[config.mk]
export PLATFORM = sky130hd
export DESIGN_NAME = step_timer
export DESIGN_NICKNAME = d
export VERILOG_FILES = /design/src/rtl/room_thermal_model_step_timer.sv
export SDC_FILE = /design/constraint.sdc
export NUM_CORES = 1
export LEC_CHECK = 0
export CAP_MARGIN = 25
export CORE_AREA = 10 10 47 49
export DETAILED_ROUTE_END_ITERATION = 10
export DIE_AREA = 0 0 57 59
export PLACE_DENSITY = 0.81
export SLEW_MARGIN = 20
export SYNTH_ARGS = -nofsm -noshare
export SYNTH_HDL_FRONTEND = slang
export SYNTH_SLANG_ARGS = --single-unit
[constraint.sdc]
create_clock -name clk -period 7.3 [get_ports clk]
set_clock_uncertainty 0.15 [all_clocks]
set_input_delay 1.46 -clock clk [delete_from_list [all_inputs] [get_ports clk]]
set_output_delay 1.46 -clock clk [all_outputs]
set_load 0.02 [all_outputs]
[src/rtl/room_thermal_model_step_timer.sv]
// Step prescaler: counts enabled cycles and emits a single-cycle tick on the
// cycle in which the count reaches div-1. A restart drops any partial progress.
module step_timer (
    input  logic       clk,
    input  logic       rst,
    input  logic       restart,
    input  logic       enable,
    input  logic [7:0] div,
    output logic       tick
);

    logic [7:0] cnt_reg;
    logic       at_end;

    assign at_end = (cnt_reg == (div - 8'd1));
    assign tick   = enable && !restart && at_end;

    // Divider count: cleared by reset or restart, wraps to zero on each tick.
    always_ff @(posedge clk) begin
        if (rst) begin
            cnt_reg <= 8'd0;
        end else if (restart) begin
            cnt_reg <= 8'd0;
        end else if (enable) begin
            if (at_end) begin
                cnt_reg <= 8'd0;
            end else begin
                cnt_reg <= cnt_reg + 8'd1;
            end
        end
    end

endmodule

==> results list <==
* Run status: finished clean
- In the routed layout, each cell is associated on average with a via count of 5.733.
* Post-DP HPWL: 1131 microns
- The number of antenna violations at the first check in global routing was 0.
* Sequential power share: 45.7%
- Buffers added to address setup during post-CTS repair amount to 0.
- Normalized max-slew margin: 68.15%
- For this run the aggregate overflow at the end of global routing stands at 0.
- Diodes inserted: 0
* Leakage: 0.2889 nW
* Die Area: 3363 sq um
- Post-cts sizing count: 0
* Final WS setup: 1.539 ns
- Maximum fanout encountered on the critical timing path: 6
* Critical path data arrival time: 4.15 ns
- Clock network fraction of total power: 34.4%
* I/O pin cnt: 13
- Summing over every cut layer, the via total after detailed routing is 602.
* Unique cell type count in the Yosys netlist: 32
- After synthesis, flip-flops and latches occupy 25.20% of the total area.
- Clock-pin slew was measured on the worst setup and hold paths at 0.05 ns.
- Hold repair after CTS inserted 0 buffers.
* Final-stage net count: 105
- DP Worst Slack: 1.501 ns
- DRC violations left: 0
* Post-layout power: 0.00009758 W
- Post-synth top area cell: dfxtp_1
- Maximum clock rate: 173.6 MHz
- Power per cell area: 122.2 nW/um^2
- During placement, the flow inserted port buffers numbering 12.
* Fraction of layout instances using a drive strength above 1: 10.11%
* Average instance area after synthesis: 8.589 sq um
- Max clock buf depth: 2
- Proportion of synthesized flip-flops having asynchronous set or reset: 0%
- Internal: 0.00007314 W
- CTS tree: done
- Switching power summed over all nets: 0.00002445 W
- Routability congestion estimate from global placement: 0.7879
* Data required, critical path: 5.69 ns
- Number of flip-flops in the largest register: 8
- Summing all multi-input logic gate instances after layout gives 449.2 sq um.
* All-layer global routing usage: 8.669%
* Period utilization: 78.92%
* Root Driver: clkbuf_4
* Final Max Slew Viols: 0
- Number of storage elements in the synthesis netlist: 8
- In this run, synthesis inferred 0 flip-flops with an integrated enable.
* Final setup vio count: 0
* Area of the core: 1401 sq um
- The via count of the first global-routing pass was 584.
- Max-cap violations in this run came to 0.
- The detail route stage leaves a number of antenna-violating nets equal to 0.
- Counting the buffers created by CTS gives 3.
- In this run the worst hold path is classified as flop to flop.
- Compared with the post-synthesis result, the final layout area differs by 25.59%.
- STA classifies the critical path endpoint as an output port.
- Setup TNS: 0 ns
* Unrepaired setup endpoints after global routing: false
- The first detailed-routing pass took 2 iterations.
* Number of endpoints with negative hold slack in the final report: 0
- Setup crit start kind: input port
* Post-synth top area share: 25.20%
- The initial utilization of the core area, before any placement, comes to 45.36%.
* Number of sinks on the clock net: 8
* Dominant register cell in the synthesized netlist: dfxtp_1
- Number of nets produced by synthesis: 88
- Die Y: 59 microns
* Gate count of the mapped netlist: 74
- Cell area after technology mapping: 635.6 sq um
* Synth top area cells: dfxtp_1 25%, xor2_1 11%, xnor2_1 5.5%, inv_1 4.1%, nor2_1 4.1%
- Measured on the finished design, the core utilization comes to 56.96%.
- Registers take 160.2 sq um.
- Clock period minus final worst setup slack: 5.761 ns
* CTS H-Tree Depth: 1
- Power share of the combinational group: 20.0%
* Filler-free cell count of the finished design: 105
* Sw Share: 25.05%
* Number of fillers in the final layout: 150
* Largest net degree at the start of global routing: 9
- In this run the core area contains 14 standard-cell rows.
- Actual slew at the worst max-slew pin: 0.4737 ns
- Startpoint-to-endpoint class of the critical path: input port to output port
* Count of yosys warnings during synthesis: 0
- After detailed routing, the average wire length per cell comes to 13.03 microns.
- Clock insertion delay at the later pin of the skew report: 0.25 ns
* Peak VDD IR: 0.00008147 V
* Starting DRT DRC Count: 2
- The number of placed instances, taps included, is 102.
- Die X: 57 microns
- The first global-routing pass estimated 2415 microns of wire.
* Wirelength, routed: 1368 microns
## stage by stage
stage / instance area (sq um) / hold WS, ns
after floorplan: 635.6 / 0.3484
after detailed placement: 775.7 / 0.3764
final: 798.3 / 0.3827
after global placement: 775.7 / 0.3671
after CTS: 798.3 / 0.3926
after global routing: 798.3 / 0.4114
## path summary, 6_finish.rpt
path              cells past startpoint  slack, ns                     from                      end
setup / recovery                      9       1.54                   div[0]                     tick
hold / removal                        2       0.38  cnt_reg[7]$_SDFFE_PP0P_  cnt_reg[7]$_SDFFE_PP0P_
setup reg to reg                      6       5.31  cnt_reg[7]$_SDFFE_PP0P_  cnt_reg[5]$_SDFFE_PP0P_
hold reg to reg                       2       0.38  cnt_reg[7]$_SDFFE_PP0P_  cnt_reg[7]$_SDFFE_PP0P_
## kinds of logic after synthesis
kind of cell / share of synthesized area (%)
AOI/OAI and AO/OA: 21.85
DFF: 25.20
buffers and inverters: 4.135
and+or+nand+nor: 28.35
xor gates and xnor gates: 16.54
adders and majority gates: 3.936
## area by class of cell
type | instances | share of cell area (%)
Clock buffer | 3 | 2.821
Multi-Input combinational cell | 59 | 56.27
Sequential cell | 8 | 20.06
Timing Repair Buffer | 12 | 15.05
Tap cell | 16 | 2.508
Inverter | 7 | 3.292
## worst max-delay path, stage by stage
cell             delay, ns
clkdlybuf4s50_1       0.48
inv_1                 0.09
ha_1                  0.18
or3b_4                0.40
nor4_1                0.17
o2111ai_1             0.15
a311o_4               0.44
nor3_1                0.15
clkdlybuf4s50_1       0.63
## cell usage in the layout (no fill, tap or decap), drive strengths merged, types with 3 or more instances in the layout
| master | Yosys | routed |
|---|---|---|
| clkdlybuf4s50 | 0 | 12 |
| nor2 | 7 | 7 |
| nor3 | 5 | 5 |
| inv | 7 | 7 |
| xnor2 | 4 | 4 |
| nand2 | 3 | 3 |
| clkbuf | 0 | 3 |
| nand4 | 4 | 4 |
| dfxtp | 8 | 8 |
| xor2 | 8 | 8 |
## metal layers
metal | GRT usage (%) | wire [microns] | share of wire (%)
met5 | 0 | 0 | 0
met4 | 3.020 | 15 | 1.1
met3 | 3.004 | 57 | 4.2
met2 | 15.50 | 696 | 51
met1 | 9.222 | 598 | 44
## power by group through the flow
stage          clock [W]  sequential (W)  combinational, W
2_1_floorplan          0       0.0000454        0.00000940
3_3_place_gp           0       0.0000455         0.0000189
3_5_place_dp           0       0.0000455         0.0000195
4_1_cts        0.0000347       0.0000446         0.0000196
5_1_grt        0.0000361       0.0000446         0.0000214
6_report       0.0000335       0.0000446         0.0000195
## synthesized netlist by cell type, types with 2 or more instances
master,count
dfxtp_1,8
xor2_1,8
inv_1,7
nor2_1,7
nor3_1,5
nand4_1,4
xnor2_1,4
nand2_1,3
a31oi_1,2
ha_1,2
nand2b_1,2
nand3b_1,2
Note: power is estimated with default switching activity, not from simulation.
